File: config.mk
export PLATFORM = sky130hd
export DESIGN_NAME = fp_normalize_round_pack
export DESIGN_NICKNAME = d
export VERILOG_FILES = /design/src/rtl/fp_normalize_round_pack.sv
export SDC_FILE = /design/constraint.sdc
export NUM_CORES = 1
export LEC_CHECK = 0
export CAP_MARGIN = 20
export CORE_UTILIZATION = 54
export DETAILED_ROUTE_END_ITERATION = 8
export PLACE_DENSITY = 0.8
export SLEW_MARGIN = 25
export SYNTH_ARGS = -nofsm -noshare
export SYNTH_HDL_FRONTEND = slang
export SYNTH_SLANG_ARGS = --single-unit
File: constraint.sdc
create_clock -name clk_i -period 3.15 [get_ports clk_i]
set_input_delay 0.63 -clock clk_i [delete_from_list [all_inputs] [get_ports clk_i]]
set_output_delay 0.63 -clock clk_i [all_outputs]
set_load 0.05 [all_outputs]
File: src/rtl/fp_normalize_round_pack.sv
// fp_normalize_round_pack
//
// Back-end stage of the binary64 adder. Takes the unpacked, unrounded sum
// (sign, 13-bit two's-complement unbiased exponent, 57-bit extended mantissa),
// normalizes one shift per cycle, rounds to nearest-even and packs a binary64
// word. A single operand is in flight at a time.
//
// Ports:
//   clk_i                   rising-edge clock
//   rst_ni                  synchronous active-low reset
//   in_store_bit_i          upstream holds a valid operand
//   in_acknowledgment_o     block ready to accept an operand
//   in_sign_i               sign of the unrounded sum
//   in_exponent_i           unbiased exponent, two's complement
//   in_mantissa_i           [56] carry, [55] hidden, [54:3] fraction,
//                           [2] guard, [1] round, [0] sticky
//   result_store_bit_o      result valid
//   result_acknowledgment_i downstream accepts the result
//   result_o                packed binary64 result

module fp_normalize_round_pack (
    input  logic        clk_i,
    input  logic        rst_ni,
    input  logic        in_store_bit_i,
    output logic        in_acknowledgment_o,
    input  logic        in_sign_i,
    input  logic [12:0] in_exponent_i,
    input  logic [56:0] in_mantissa_i,
    output logic        result_store_bit_o,
    input  logic        result_acknowledgment_i,
    output logic [63:0] result_o
);

    localparam logic signed [12:0] ExpMin = -13'sd1022;
    localparam logic signed [12:0] ExpMax = 13'sd1023;

    typedef enum logic [2:0] {
        StIdle,
        StNormalize,
        StRound,
        StPack,
        StOutput
    } state_e;

    state_e             state_q, state_d;
    logic               sign_q, sign_d;
    logic signed [12:0] exp_q, exp_d;
    logic        [56:0] mant_q, mant_d;
    logic               zero_q, zero_d;
    logic               ack_q, ack_d;
    logic        [63:0] result_q, result_d;

    logic        [53:0] rounded;
    logic               round_up;
    logic        [10:0] biased_exp;

    always_comb begin
        state_d    = state_q;
        sign_d     = sign_q;
        exp_d      = exp_q;
        mant_d     = mant_q;
        zero_d     = zero_q;
        result_d   = result_q;
        ack_d      = 1'b0;
        round_up   = mant_q[2] & (mant_q[1] | mant_q[0] | mant_q[3]);
        rounded    = {1'b0, mant_q[55:3]} + 54'd1;
        // Low 11 bits of exp + 1023; upper bits are irrelevant to the packed field.
        biased_exp = exp_q[10:0] + 11'd1023;

        case (state_q)
            StIdle: begin
                ack_d = 1'b1;
                if (in_store_bit_i && ack_q) begin
                    sign_d  = in_sign_i;
                    exp_d   = $signed(in_exponent_i);
                    mant_d  = in_mantissa_i;
                    zero_d  = 1'b0;
                    ack_d   = 1'b0;
                    state_d = StNormalize;
                end
            end

            StNormalize: begin
                if (mant_q == 57'd0) begin
                    // Zero skips rounding; the pack step emits +0.
                    zero_d  = 1'b1;
                    state_d = StPack;
                end else if (mant_q[56] || (exp_q < ExpMin)) begin
                    // Right shift, folding the dropped bit into sticky.
                    mant_d = {1'b0, mant_q[56:2], mant_q[1] | mant_q[0]};
                    exp_d  = exp_q + 13'sd1;
                end else if (!mant_q[55] && (exp_q > ExpMin)) begin
                    mant_d = {mant_q[55:0], 1'b0};
                    exp_d  = exp_q - 13'sd1;
                end else begin
                    state_d = StRound;
                end
            end

            StRound: begin
                if (round_up) begin
                    if (rounded[53]) begin
                        // Carry out of the hidden bit: renormalize in the same cycle.
                        mant_d = {1'b0, rounded, 2'b00};
                        exp_d  = exp_q + 13'sd1;
                    end else begin
                        mant_d = {rounded, 3'b000};
                    end
                end
                state_d = StPack;
            end

            StPack: begin
                if (zero_q) begin
                    result_d = 64'h0;
                end else if (exp_q > ExpMax) begin
                    result_d = {sign_q, 11'h7FF, 52'h0};
                end else if ((exp_q == ExpMin) && !mant_q[55]) begin
                    result_d = {sign_q, 11'h000, mant_q[54:3]};
                end else begin
                    result_d = {sign_q, biased_exp, mant_q[54:3]};
                end
                state_d = StOutput;
            end

            StOutput: begin
                if (result_acknowledgment_i) begin
                    state_d = StIdle;
                end
            end

            default: begin
                state_d = StIdle;
            end
        endcase
    end

    always_ff @(posedge clk_i) begin
        if (!rst_ni) begin
            state_q  <= StIdle;
            sign_q   <= 1'b0;
            exp_q    <= '0;
            mant_q   <= '0;
            zero_q   <= 1'b0;
            ack_q    <= 1'b0;
            result_q <= 64'h0;
        end else begin
            state_q  <= state_d;
            sign_q   <= sign_d;
            exp_q    <= exp_d;
            mant_q   <= mant_d;
            zero_q   <= zero_d;
            ack_q    <= ack_d;
            result_q <= result_d;
        end
    end

    assign in_acknowledgment_o = ack_q;
    assign result_store_bit_o  = (state_q == StOutput);
    assign result_o            = result_q;

endmodule

Yosys cells after proc, flatten, opt, wreduce, memory -nomap -nowiden
Cells that the tools add are included.
- bits of input ports: 75
- output and inout bits: 66
- bits in registers: 140
- bitwise logic cells: 3
- magnitude comparators: 3
- reductions and logical operators: 15
- add/sub/neg operators: 4
- mux-type cells: 27
- equality and inequality tests: 14
- operator list (kind ; count):
    $mux W57 ; 5
    $pmux W57 S3 ; 1
    $mux W63 ; 2
    $mux W13 ; 6
    $mux W64 ; 1
    $logic_not A57 Y1 ; 1
    $mux W56 ; 1
    $add A53 B1 Y54 const B ; 1
    $pmux W13 S3 ; 1
    $gt A13 B11 Y1 const B ; 2
    $mux W3 ; 5
    $pmux W3 S5 ; 1
    $add A13 B2 Y13 const B ; 1
    $eq A13 B11 Y1 const B ; 1
    $lt A13 B11 Y1 const B ; 1
    $sub A13 B2 Y13 const B ; 1
    $add A11 B10 Y11 const B ; 1
    $ne A2 B2 Y1 const B ; 5
    $ne A3 B3 Y1 const B ; 3
    $eq A3 B2 Y1 const B ; 2
    $reduce_and A6 Y1 ; 1
    $reduce_and A5 Y1 ; 1
    $reduce_and A2 Y1 ; 2
    $reduce_and A4 Y1 ; 1
    other kinds (14) ; 19

Longest topological paths before layout
- word-level depth: 6
- gate-level depth with buffers: 12

Least setup slack after synthesis
Ideal clock, no wire load.
- kind: register to register
- from: register mant_q[30]
- to: register mant_q[4]
- slack: 0.346 ns
- data required time: 3.019 ns
- arrival: 2.672 ns
- stages on the path, launching flop included: 11
- setup time: 0.131 ns
- cells stage by stage: dfxtp_1 > buf_2 > nand4_2 > or4_1 > buf_2 > or4_4 > buf_6 > o21a_4 > buf_6 > a222oi_1 > a31oi_1
- longest elaborated chain between the ends: 4
- elaborated cells on any way between the ends: 7
- classes of those cells: add/sub: 1; eq/ne: 1; mux: 3; reduce/logical: 2
- RTL lines (what ; line ; RTL):
    from (decl) ; 48 ; logic [56:0] mant_q, mant_d;
    from (signal assigned) ; 151 ; mant_q <= mant_d;
    $add A53 B1 Y54 ; 66 ; rounded = {1'b0, mant_q[55:3]} + 54'd1;
    $mux W56 ; 102 ; if (rounded[53]) begin
    $mux W57 ; 101 ; if (round_up) begin
    $pmux W57 S3 ; 70 ; case (state_q)
Several ways; a longest one is shown, not always the timed one. The select of a mux whose other input is x is not followed.
A chain may end at the register's enable or synchronous reset.

Worst setup path after layout
- from: register mant_q[31]
- to: register exp_q[11]
- longest elaborated chain between the ends: 3
- elaborated cells on any way between the ends: 5
- classes of those cells: add/sub: 1; eq/ne: 2; reduce/logical: 2
- RTL lines (what ; line ; RTL):
    $add A53 B1 Y54 or $logic_not A57 Y1 (tied branches) ; 66, 84 ;
    $ne A2 B2 Y1 (no line) ; - ;
    $reduce_and A6 Y1 (no line) * ; - ;
    to (signal assigned) ; 150 ; exp_q <= exp_d;
    to (decl) ; 47 ; logic signed [12:0] exp_q, exp_d;
Every way passes the cells marked *; elsewhere a longest branch is shown, timed or not.

==> impl_summary.md <==
Timing
For the pin with the worst max-slew slack, the measured transition is between 0.8 and 0.9 ns. The maximum clock frequency is roughly 330 MHz. The total negative setup slack is 0 ns. The headroom to the max-slew limit is 40.0%. Of the available clock period, the critical path in the final layout requires 95.1%. Setup violations remaining at the end of the flow were counted as 0.

Clock skew on the completed layout was measured at slightly below 0.009 ns. The smallest clock period supported by the final layout is computed as roughly 3.0 ns. The final number of max-transition violations was 0.

Setup repair after global routing left no endpoint under its margin. The final hold violation count is 0.

Yosys
Ranked by instance count, the synthesized netlist is headed by nand2_1, dfxtp_1, nor2_1, a21oi_1, clkbuf_1. The summed instance area of the synthesized netlist is 8610 µm². Counting flops with an async set or reset pin after synthesis yields a share of 0%. After synthesis, the netlist uses 70 different library cells.

The number of nets handed over by synthesis was roughly 1300. Yosys instantiated no cell more often than nand2_1. The portion of synthesized cell area occupied by the leading cell type is 32.6%. Synthesis produced a netlist whose cell count is roughly 1200.

The biggest area contributor in the post-synthesis netlist is dfxtp_1. For this run, the register share of the synthesized area comes to 32.6%. Among all flip-flop cells after synthesis, the most frequent one is dfxtp_1. The number of warnings printed during yosys synthesis is 0. The flip-flop and latch count after synthesis is 140.

Each instance of the synthesized netlist takes up on average between 7 and 8 µm². The count of flip-flops with a built-in enable after synthesis is 0. By area the synthesized netlist is led by dfxtp_1, nand2_1, a21oi_1.

Drt
The number of antenna-violating nets in the routed design is 0. The routed layout has slightly below 10000 vias. The DRC violations left is 0.

The via density per instance is ~6.5. The average wire per standard cell is between 15 and 20 µm. Before antenna repair, the detailed router went through 6 iterations. For this block, the routed nets add up to 28.9 mm of wire.

In this run, the number of DRC markers left after iteration 0 of detailed routing was about 1500.

Critical path
STA puts the critical path data required time at 3.48 ns. The cell at the slowest stage of the critical path is or4_4. The critical path class is reg2reg. Data arrives at the worst endpoint at 3.32 ns. The largest stage delay on the critical path is 0.65 ns. The startpoint type of the worst setup path is a flop. Of all nets on the critical path, the largest fanout is 42. The worst setup path is captured at a flop. Walking the worst path, the cells encountered are nand4_2 -> or4_1 -> or4_4 -> o21a_4 -> buf_12 -> a311o_1 -> o221a_2.

Cells and area
The layout has about 1300 filler cells. The count of non-filler cells in the finished layout is ~1500. Compared with the post-synthesis result, the final layout area differs by 26.7%. The sequential cells in the finished layout cover a total of approximately 2800 µm².

The final layout contains approximately 1400 nets. The multi-input combinational cells in the finished layout cover a total of ~5000 µm². The repair_antennas step left the layout with diodes totalling 0. Of the cells placed in the final design, the portion with a size suffix greater than 1 is between 10 and 15%.

Clocking
The clock net in this run drives a total of 140 sinks. The TritonCTS clock tree is yes. Clock latency on the worst-skew pair, taken at its later pin, is 0.44 ns.

The count of buffers added by post-CTS timing repair for setup is 0. The total CTS buffers is 17. The number of gates resized after CTS was 1. The cell chosen for the clock root is clkbuf_16. After clock tree synthesis, the clock-pin slew on the worst setup and hold paths is ~0.06 ns.

Buffers inserted to repair hold after CTS numbered 0. The longest clock path from root to sink contains 2 buffers. The H-tree depth is 4.

Global route
Entering global routing, the biggest net connects 67 pins. After global routing the overflow that remains totals 0. The number of global-route vias before repair is approximately 8900. Global routing used 35.4% of the available tracks across all layers.

The number of antenna violations at the first check in global routing came to 0. The wire length of the first global-routing pass is 46.0 mm.

Placed design
After detailed placement, the design holds a cell count of about 1500. Routability-driven placement finished with a final weighted congestion of 0.942. The placed wire-length estimate after detailed placement is ~19 mm. The count of buffers inserted at the top-level ports is 140.

Power
VDD sags by at most 0.449 mV. The power per cell area is 530 nW/µm². The total power consumption of the routed design is 0.00579 W. The leakage power is ~3.9 nW.

Die
The die area is between 15000 and 20000 µm². The placeable core region is 15400 µm². Measured along the y axis, the die boundary spans around 130 µm. The starting density of the core is between 50% and 60%.

In this run the core area contains between 40 and 50 standard-cell rows. The number of I/O pins is 141. The die width is roughly 130 µm.

Status
The flow ran to the end, and the final reports show no timing, DRC or antenna violations.

Hold path
The worst hold path belongs to the class reg2reg.

Run
The tool flagged a number of max-cap violations equal to 0.
## final timing paths
kind	endpoint	slack, ns	start	cells after the start
worst max-delay path	exp_q[11]	0.16	mant_q[31]	7
worst min-delay path	sign_q	0.50	sign_q	2
worst max register to register	exp_q[11]	0.16	mant_q[31]	7
worst min register to register	sign_q	0.50	sign_q	2
## sequential cells by signal (all words and copies together), names as in the netlist
register             count
result_o                64
mant_q                  57
exp_q                   13
state_q                  3
in_acknowledgment_o      1
sign_q                   1
zero_q                   1
## worst max-delay path, delay by kind of cell (launching register included)
family | cells | cell delay [ns]
simple gates | 3 | 1.41
flops | 1 | 0.48
buf+inv | 1 | 0.17
compound gates | 3 | 0.81
## kinds of logic (layout without fill, tap and decap cells)
kind of cell	after synthesis	after routing	share of synthesized area, %
and+or+nand+nor	498	498	27.3
AOI/OAI and AO/OA	372	372	28.2
buffers and inverters	159	261	7.99
DFF	140	140	32.6
xor gates and xnor gates	25	25	2.54
muxes	7	7	0.843
adders and majority gates	4	4	0.581
## power by group
part           internal, W  switching, W  total (W)
logic             0.000688       0.00107    0.00176
clock network      0.00114      0.000806    0.00195
registers          0.00190      0.000182    0.00208
total              0.00372       0.00206    0.00579
## layout make-up
type | count | area share, %
Multi-Input combinational cell | 906 | 47.1
Sequential cell | 140 | 25.7
Timing Repair Buffer | 218 | 19.2
Clock buffer | 21 | 4.31
Tap cell | 211 | 2.42
Clock inverter | 11 | 0.860
Inverter | 11 | 0.378
## placed cells by master, fill, tap and decap left out, types with 6 or more instances in the layout
cell and n:
o22ai_1 16, buf_4 69, or4_1 6, or3_1 10, o21ai_0 63, nand2_1 170, a31oi_1 20, buf_12 9
o211a_1 11, nor3_1 33, clkdlybuf4s50_1 140, and3_1 8, nand4_1 27, a221oi_1 16, xnor2_1 20, o211ai_1 9
nor4_1 32, a22oi_1 65, clkbuf_16 17, a211oi_1 12, a21oi_1 117, inv_1 10, nand3_1 59, nor2_1 120
dfxtp_1 140
## layer usage
layer	up-vias	share of wire, %	wire length [µm]	track usage [%]
met3	116	11	3260	6.59
met1	4535	40	11600	46.3
met5	-	0	0	0
li1	4561	-	-	-
met2	713	45	13000	55.9
met4	0	3.6	1050	17.5
## per-stage QoR
stage	setup WS (ns)	hold WS, ns	utilization, %	instance area [µm²]
6_report	0.155	0.503	71.0	10900
5_1_grt	0.0460	0.538	71.0	10900
4_1_cts	0.173	0.495	71.0	10900
3_5_place_dp	0.0221	0.480	67.3	10300
3_3_place_gp	0.118	0.470	67.3	10300
2_1_floorplan	0.346	0.455	-	8610
Note: power is estimated with default switching activity, not from simulation.
